===== src/rtl/dmem_arb_pkg.sv =====
// dmem_arbiter shared types: FSM states, requester ids,
// and the width of the read-latency down-counter.
package dmem_arb_pkg;

  typedef enum logic [1:0] {
    S_IDLE,
    S_ACCESS,
    S_WAIT,
    S_ACK
  } state_t;

  typedef enum logic {
    RID_CPU = 1'b0,
    RID_DBG = 1'b1
  } rid_t;

  localparam int CNT_W = 4;

endpackage


===== src/rtl/dmem_arbiter_rr.sv =====
// rr_arbiter2: combinational two-way round-robin picker.
// Ports: i_req[0]=CPU, i_req[1]=DBG, i_last_grant, o_gnt one-hot.
module rr_arbiter2
  import dmem_arb_pkg::*;
(
  input  logic [1:0] i_req,
  input  logic       i_last_grant,
  output logic [1:0] o_gnt
);

  always_comb begin
    o_gnt = 2'b00;
    unique case (1'b1)
      (i_req[0] & ~i_req[1]): o_gnt = 2'b01;
      (i_req[1] & ~i_req[0]): o_gnt = 2'b10;
      (i_req[0] &  i_req[1]):
        o_gnt = (i_last_grant == RID_DBG) ? 2'b01 : 2'b10;
      default: o_gnt = 2'b00;
    endcase
  end

endmodule


===== src/rtl/dmem_arbiter.sv =====
// dmem_arbiter: shares the data-memory port between CPU and debug.
// Ports: clk, reset (async, active-low); cpu_*/dbg_* requesters
// (req/we/addr/wdata in, ack/rdata out); mem_* memory port; err.
// Build option DMEM_ARB_ALIGN_CHECK_EN: misaligned accesses are
// acked at once with err=1 and never reach memory.
module dmem_arbiter
  import dmem_arb_pkg::*;
#(
  parameter int DBITS       = 32,
  parameter int MEM_LATENCY = 1
) (
  input  logic             clk,
  input  logic             reset,
  input  logic             cpu_req,
  input  logic             cpu_we,
  input  logic [DBITS-1:0] cpu_addr,
  input  logic [DBITS-1:0] cpu_wdata,
  output logic             cpu_ack,
  output logic [DBITS-1:0] cpu_rdata,
  input  logic             dbg_req,
  input  logic             dbg_we,
  input  logic [DBITS-1:0] dbg_addr,
  input  logic [DBITS-1:0] dbg_wdata,
  output logic             dbg_ack,
  output logic [DBITS-1:0] dbg_rdata,
  output logic             mem_en,
  output logic             mem_we,
  output logic [DBITS-1:0] mem_addr,
  output logic [DBITS-1:0] mem_wdata,
  input  logic [DBITS-1:0] mem_rdata,
  output logic             err
);

  state_t             r_state, w_state;
  logic [CNT_W-1:0]   r_cnt, w_cnt;
  logic               r_last, w_last;
  logic               r_owner, w_owner;
  logic               r_we, w_we;
  logic               r_mem_en, w_mem_en;
  logic               r_mem_we, w_mem_we;
  logic [DBITS-1:0]   r_mem_addr, w_mem_addr;
  logic [DBITS-1:0]   r_mem_wdata, w_mem_wdata;
  logic               r_cpu_ack, w_cpu_ack;
  logic               r_dbg_ack, w_dbg_ack;
  logic [DBITS-1:0]   r_rdata, w_rdata;
`ifdef DMEM_ARB_ALIGN_CHECK_EN
  logic               r_err, w_err;
`endif

  logic [1:0]         w_gnt;
  logic               w_sel_dbg;
  logic               w_sel_we;
  logic [DBITS-1:0]   w_sel_addr;
  logic [DBITS-1:0]   w_sel_wdata;

  rr_arbiter2 u_rr (
    .i_req        ({dbg_req, cpu_req}),
    .i_last_grant (r_last),
    .o_gnt        (w_gnt)
  );

  assign w_sel_dbg   = w_gnt[1];
  assign w_sel_we    = w_sel_dbg ? dbg_we    : cpu_we;
  assign w_sel_addr  = w_sel_dbg ? dbg_addr  : cpu_addr;
  assign w_sel_wdata = w_sel_dbg ? dbg_wdata : cpu_wdata;

  always_comb begin
    w_state     = r_state;
    w_cnt       = r_cnt;
    w_last      = r_last;
    w_owner     = r_owner;
    w_we        = r_we;
    w_mem_en    = 1'b0;
    w_mem_we    = 1'b0;
    w_mem_addr  = r_mem_addr;
    w_mem_wdata = r_mem_wdata;
    w_cpu_ack   = 1'b0;
    w_dbg_ack   = 1'b0;
    w_rdata     = r_rdata;
`ifdef DMEM_ARB_ALIGN_CHECK_EN
    w_err       = 1'b0;
`endif
    unique case (r_state)
      S_IDLE: begin
        if (|w_gnt) begin
          w_owner     = w_sel_dbg;
          w_last      = w_sel_dbg;
          w_we        = w_sel_we;
          w_mem_addr  = w_sel_addr;
          w_mem_wdata = w_sel_wdata;
`ifdef DMEM_ARB_ALIGN_CHECK_EN
          if (w_sel_addr[1:0] != 2'b00) begin
            w_state   = S_ACK;
            w_cpu_ack = ~w_sel_dbg;
            w_dbg_ack = w_sel_dbg;
            w_err     = 1'b1;
          end else
`endif
          begin
            w_state  = S_ACCESS;
            w_mem_en = 1'b1;
            w_mem_we = w_sel_we;
          end
        end
      end
      S_ACCESS: begin
        if (r_we || (MEM_LATENCY == 1)) begin
          w_state   = S_ACK;
          w_cpu_ack = ~r_owner;
          w_dbg_ack = r_owner;
          if (!r_we) w_rdata = mem_rdata;
        end else begin
          // WAIT covers MEM_LATENCY-1 cycles; 0 marks the last one
          w_state = S_WAIT;
          w_cnt   = CNT_W'(MEM_LATENCY - 2);
        end
      end
      S_WAIT: begin
        if (r_cnt == '0) begin
          w_state   = S_ACK;
          w_cpu_ack = ~r_owner;
          w_dbg_ack = r_owner;
          w_rdata   = mem_rdata;
        end else begin
          w_cnt = r_cnt - 1'b1;
        end
      end
      S_ACK: begin
        w_state = S_IDLE;
      end
      default: w_state = S_IDLE;
    endcase
  end

  always_ff @(posedge clk or negedge reset) begin
    if (!reset) begin
      r_state     <= S_IDLE;
      r_cnt       <= '0;
      r_last      <= RID_DBG;
      r_owner     <= RID_CPU;
      r_we        <= 1'b0;
      r_mem_en    <= 1'b0;
      r_mem_we    <= 1'b0;
      r_mem_addr  <= '0;
      r_mem_wdata <= '0;
      r_cpu_ack   <= 1'b0;
      r_dbg_ack   <= 1'b0;
      r_rdata     <= '0;
    end else begin
      r_state     <= w_state;
      r_cnt       <= w_cnt;
      r_last      <= w_last;
      r_owner     <= w_owner;
      r_we        <= w_we;
      r_mem_en    <= w_mem_en;
      r_mem_we    <= w_mem_we;
      r_mem_addr  <= w_mem_addr;
      r_mem_wdata <= w_mem_wdata;
      r_cpu_ack   <= w_cpu_ack;
      r_dbg_ack   <= w_dbg_ack;
      r_rdata     <= w_rdata;
    end
  end

`ifdef DMEM_ARB_ALIGN_CHECK_EN
  always_ff @(posedge clk or negedge reset) begin
    if (!reset) r_err <= 1'b0;
    else        r_err <= w_err;
  end
  assign err = r_err;
`else
  assign err = 1'b0;
`endif

  assign cpu_ack   = r_cpu_ack;
  assign dbg_ack   = r_dbg_ack;
  assign cpu_rdata = r_rdata;
  assign dbg_rdata = r_rdata;
  assign mem_en    = r_mem_en;
  assign mem_we    = r_mem_we;
  assign mem_addr  = r_mem_addr;
  assign mem_wdata = r_mem_wdata;

endmodule


===== config.mk =====
export PLATFORM = sky130hd
export DESIGN_NAME = dmem_arbiter
export DESIGN_NICKNAME = d
export VERILOG_FILES = /design/src/rtl/dmem_arb_pkg.sv /design/src/rtl/dmem_arbiter_rr.sv /design/src/rtl/dmem_arbiter.sv
export SDC_FILE = /design/constraint.sdc
export NUM_CORES = 1
export LEC_CHECK = 0
export ABC_AREA = 0
export CAP_MARGIN = 5
export CORE_AREA = 2 2 120 122
export CTS_CLUSTER_DIAMETER = 80
export DETAILED_ROUTE_END_ITERATION = 7
export DIE_AREA = 0 0 122 124
export PLACE_DENSITY = 0.78
export REMOVE_ABC_BUFFERS = 1
export SKIP_LAST_GASP = 1
export SLEW_MARGIN = 20
export SYNTH_ARGS = -nofsm -noshare
export SYNTH_HDL_FRONTEND = slang
export SYNTH_SLANG_ARGS = --single-unit

===== constraint.sdc =====
create_clock -name clk -period 2 [get_ports clk]
set_input_delay 0.2 -clock clk [delete_from_list [all_inputs] [get_ports clk]]
set_output_delay 0.2 -clock clk [all_outputs]
set_load 0.01 [all_outputs]

==> results_tabular.tex, run 1 <==
\begin{tabular}{lr}
\hline
Metric & Value \\
\hline
\multicolumn{2}{l}{\textbf{Setup path}} \\
Arrival @ worst endpoint & 2130 ps \\
Depth of the most critical reg-to-reg path & 6 \\
Required arrival time at the worst endpoint & 2230 ps \\
Critical path endpoint category & flop \\
Worst reg2reg path endpoint & cpu\_rdata[31] \\
R2R Setup Slk & 100 ps \\
Max FO, Critical Path & 16 \\
CP Class & flop to flop \\
Worst R2R Start & r\_state[0] \\
Category of the worst setup path launch point & flop \\
\multicolumn{2}{l}{\textbf{Global routing}} \\
Wire length of the first global-routing pass & 21.0 mm \\
Global-route total usage across every layer & about 18\% \\
Initial antenna violation count & 1 \\
Largest net degree at the start of global routing & 92 \\
Residual overflow from global routing & 0 \\
Number of global-route vias before repair & approximately 4100 \\
\multicolumn{2}{l}{\textbf{Logic synthesis}} \\
Share of the yosys chip area belonging to registers & 52.9\% \\
Syn. warnings & 0 \\
Number of distinct library cell variants in the gate-level netlist after synthesis & 30 \\
Cell count after synthesis & approximately 440 \\
Post-synthesis average cell area & between 10 and 15 um2 \\
Post-synthesis instance area & between 0.005 and 0.006 mm2 \\
Synth Register Bits & roughly 110 \\
\multicolumn{2}{l}{\textbf{Layout}} \\
Post-layout nets & slightly below 900 \\
FILL cells & 1134 \\
Area growth syn-to-layout & 64.2\% \\
Post-route cell area & roughly 0.0085 mm2 \\
Share of final-layout standard cells stronger than drive strength 1 & $\sim$10\% \\
\multicolumn{2}{l}{\textbf{Timing}} \\
Final setup TNS & 0 ps \\
Share of the clock period used by the worst path after layout & between 90 and 100\% \\
Slew @ Worst Pin & around 530 ps \\
Layout Skew & roughly 8.5 ps \\
Number of setup violations in the final report & 0 \\
Clock period minus worst slack & around 1900 ps \\
Max-Slew Margin vs Limit & 64.5\% \\
Setup repair after global routing missed its margin & false \\
Achievable Freq & 527 MHz \\
Final hold violation count & 0 \\
Max-slew violations & 0 \\
\multicolumn{2}{l}{\textbf{CTS}} \\
CTS tree & built \\
Post-CTS Repair Setup Buffers & 0 \\
CTS sink cnt & between 100 and 150 \\
CTS HTree Levels & 3 \\
Root Driver & sky130\_fd\_sc\_hd\_\_clkbuf\_16 \\
Clock-pin slew reported for the worst setup and hold paths after clock tree synthesis & about 70 ps \\
Clock buffers created by TritonCTS & 9 \\
Maximum clock insertion buffer count & 2 \\
Clock insertion delay at the later pin of the skew report & roughly 340 ps \\
\multicolumn{2}{l}{\textbf{Floorplan}} \\
I/O pin cnt & between 200 and 300 \\
Starting density of the core & 37.6\% \\
Die outline width & 122 um \\
Core region area & 0.0137 mm2 \\
Site Rows & between 40 and 50 \\
Die Height & 124 um \\
Die area & 0.0151 mm2 \\
\multicolumn{2}{l}{\textbf{Hold path}} \\
Type of the most critical hold path & primary input to asynchronous set/reset pin \\
\multicolumn{2}{l}{\textbf{Drt}} \\
Routed Wire Length & 14.3 mm \\
Via/cell ratio & 4.65 \\
Number of DRC violations after detailed-routing iteration 0 & $\sim$130 \\
Via Count & slightly above 4000 \\
Iteration count of the initial detailed-routing pass & 4 \\
Routed wire per std cell & $\sim$16 um \\
Residual DRC & 0 \\
Residual antenna-violating net count after detailed routing & 0 \\
\multicolumn{2}{l}{\textbf{Placed design}} \\
IO Port Bufs & around 300 \\
Detailed placement HPWL & between 10 and 15 mm \\
Post-place instance area & between 0.008 and 0.009 mm2 \\
GP Congestion & $\sim$0.7 \\
\multicolumn{2}{l}{\textbf{Status}} \\
Run status & completed \\
\multicolumn{2}{l}{\textbf{Pwr}} \\
Lkg Pwr & about 3.9 nW \\
Worst ir drop on vdd & 0.531 mV \\
Power per cell area & between 1000 and 1500 mW/mm2 \\
\multicolumn{2}{l}{\textbf{Job}} \\
Number of maximum-capacitance constraint violations & 0 \\
\hline
\end{tabular}
-- worst max path at each step --
stage / cells past startpoint / to / slack (ps) / start
after floorplan: 2 / mem_addr[0] / -2580 / dbg_req
after global placement: 6 / cpu_rdata[31] / 130 / r_state[0]
after detailed placement: 6 / cpu_rdata[31] / 50 / r_state[0]
after CTS: 6 / cpu_rdata[31] / 30 / r_state[0]
after global routing: 6 / cpu_rdata[31] / 40 / r_state[0]
final: 6 / cpu_rdata[31] / 100 / r_state[0]
-- per-layer routing --
layer	up-vias	part of all wire, %	global-route usage (%)
met5	-	0	0
met3	14	9.2	5.72
met1	1944	36	19.5
li1	1980	-	-
met2	192	53	34.3
met4	0	1.5	6.68
-- sequential cells by signal (all words and copies together), names as in the netlist, 2 cells and up --
name,cells
cpu_rdata,32
mem_addr,32
mem_wdata,32
r_cnt,4
r_state,2
-- placed cells by master, fill, tap and decap left out --
master and n:
sky130_fd_sc_hd__inv_1 8, sky130_fd_sc_hd__and2b_2 1, sky130_fd_sc_hd__buf_4 10, sky130_fd_sc_hd__o21ai_4 2
sky130_fd_sc_hd__dfrtp_1 108, sky130_fd_sc_hd__dfstp_2 1, sky130_fd_sc_hd__ha_2 1, sky130_fd_sc_hd__and4bb_4 1
sky130_fd_sc_hd__a31oi_1 1, sky130_fd_sc_hd__dlygate4sd3_1 1, sky130_fd_sc_hd__buf_12 6, sky130_fd_sc_hd__a21o_1 1
sky130_fd_sc_hd__clkdlybuf4s50_1 296, sky130_fd_sc_hd__ha_1 5, sky130_fd_sc_hd__clkbuf_16 10, sky130_fd_sc_hd__mux2_4 30
sky130_fd_sc_hd__xnor2_1 1, sky130_fd_sc_hd__conb_1 1, sky130_fd_sc_hd__o21ai_0 66, sky130_fd_sc_hd__a21oi_1 2
sky130_fd_sc_hd__o22ai_1 1, sky130_fd_sc_hd__or3b_2 1, sky130_fd_sc_hd__diode_2 1, sky130_fd_sc_hd__nor3_1 1
sky130_fd_sc_hd__a21bo_4 1, sky130_fd_sc_hd__a22oi_2 1, sky130_fd_sc_hd__clkbuf_1 2, sky130_fd_sc_hd__clkinv_4 1
sky130_fd_sc_hd__or4b_1 1, sky130_fd_sc_hd__mux2_2 3, sky130_fd_sc_hd__mux2i_1 67, sky130_fd_sc_hd__nor2_1 4
sky130_fd_sc_hd__mux2_1 1, sky130_fd_sc_hd__nand2_1 68, sky130_fd_sc_hd__clkinvlp_4 1, sky130_fd_sc_hd__clkbuf_8 3
-- critical path, stage by stage, from the launching register on --
cell,delay (ps)
sky130_fd_sc_hd__dfrtp_1,400
sky130_fd_sc_hd__inv_1,110
sky130_fd_sc_hd__ha_2,250
sky130_fd_sc_hd__and2b_2,250
sky130_fd_sc_hd__o21ai_4,200
sky130_fd_sc_hd__buf_12,210
sky130_fd_sc_hd__mux2_2,350
-- through the flow --
| step | total power, mW | instances | utilization [%] | worst slack (ps) | hold WS [ps] |
|---|---|---|---|---|---|
| finish | 12.3 | 889 | 61.7 | 102 | 368 |
| global route | 13.1 | 888 | 61.7 | 41.6 | 405 |
| CTS | 12.3 | 887 | 61.5 | 27.8 | 394 |
| detailed placement | 10.6 | 870 | 59.3 | 49.6 | 227 |
| global placement | 10.4 | 870 | 59.3 | 134 | 222 |
| floorplan | 6.86 | 378 | - | -2580 | -95.6 |
-- layout make-up --
cell class                      count  area, um2  area share, %
Clock inverter                      2       16.3          0.192
Multi-Input combinational cell    261       2000           23.6
Inverter                            8       30.0          0.355
Antenna cell                        1       2.50         0.0296
Clock buffer                       14        274           3.24
Sequential cell                   109       2730           32.2
Tap cell                          180        225           2.66
Timing Repair Buffer              314       3190           37.7
-- cell families (layout without fill, tap and decap cells) --
kind of cell	count (synthesis)	in the layout	synth area share (%)
other	1	2	0.0727
DFF	109	109	52.9
AOI/OAI and AO/OA	75	75	7.84
adders and majority gates	6	6	1.46
and+or+nand+nor	77	77	6.19
xor gates and xnor gates	1	1	0.170
muxes	101	101	22.6
buffers and inverters	66	338	8.74
-- synth_stat cells --
library cell | number | area share [%]
sky130_fd_sc_hd__ha_1 | 6 | 1.5
sky130_fd_sc_hd__a21oi_1 | 2 | 0.19
sky130_fd_sc_hd__a31oi_1 | 1 | 0.12
sky130_fd_sc_hd__a21bo_2 | 1 | 0.19
sky130_fd_sc_hd__o21ai_0 | 66 | 6.4
sky130_fd_sc_hd__nor3_1 | 1 | 0.097
sky130_fd_sc_hd__mux2_1 | 1 | 0.22
sky130_fd_sc_hd__dfrtp_1 | 108 | 52
sky130_fd_sc_hd__or3b_2 | 1 | 0.17
sky130_fd_sc_hd__or4b_1 | 1 | 0.19
sky130_fd_sc_hd__a22oi_2 | 1 | 0.24
sky130_fd_sc_hd__buf_6 | 8 | 1.7
sky130_fd_sc_hd__xnor2_1 | 1 | 0.17
sky130_fd_sc_hd__buf_4 | 35 | 5.1
sky130_fd_sc_hd__o21ai_1 | 1 | 0.097
sky130_fd_sc_hd__o21ai_4 | 1 | 0.32
sky130_fd_sc_hd__inv_1 | 8 | 0.58
sky130_fd_sc_hd__and2b_2 | 1 | 0.17
sky130_fd_sc_hd__clkbuf_1 | 6 | 0.44
sky130_fd_sc_hd__nand2_1 | 68 | 5.0
sky130_fd_sc_hd__buf_2 | 9 | 0.87
sky130_fd_sc_hd__dfstp_2 | 1 | 0.51
sky130_fd_sc_hd__mux2_2 | 3 | 0.66
sky130_fd_sc_hd__conb_1 | 1 | 0.073
sky130_fd_sc_hd__o22ai_1 | 1 | 0.12
sky130_fd_sc_hd__a21o_1 | 1 | 0.15
sky130_fd_sc_hd__mux2i_1 | 67 | 13
sky130_fd_sc_hd__and4bb_4 | 1 | 0.32
sky130_fd_sc_hd__nor2_1 | 4 | 0.29
sky130_fd_sc_hd__mux2_4 | 30 | 8.7
-- where the power goes --
part / switching, mW / internal [mW] / total (mW)
logic: 2.63 / 3.99 / 6.62
clock network: 0.777 / 0.952 / 1.73
registers: 0.677 / 3.27 / 3.95
-- what timing repair did --
action | in CTS | in global routing
endpoints found under the setup margin | 0 | 2
hold buffers | 1 | 0
gates resized for setup | 0 | 1
hold endpoints to repair | 33 | 0
(Power assumes the default switching activity.)
==> run 2: changes to the inputs <==
--- a/config.mk
+++ b/config.mk
@@ -8,7 +8,7 @@
 export ABC_AREA = 0
 export CAP_MARGIN = 5
 export CORE_AREA = 2 2 120 122
-export CTS_CLUSTER_DIAMETER = 80
+export CTS_CLUSTER_DIAMETER = 100
 export DETAILED_ROUTE_END_ITERATION = 7
 export DIE_AREA = 0 0 122 124
 export PLACE_DENSITY = 0.78
==> results of run 2 <==
Same layout as run 1: the final DEF is identical, and so are final timing and power.
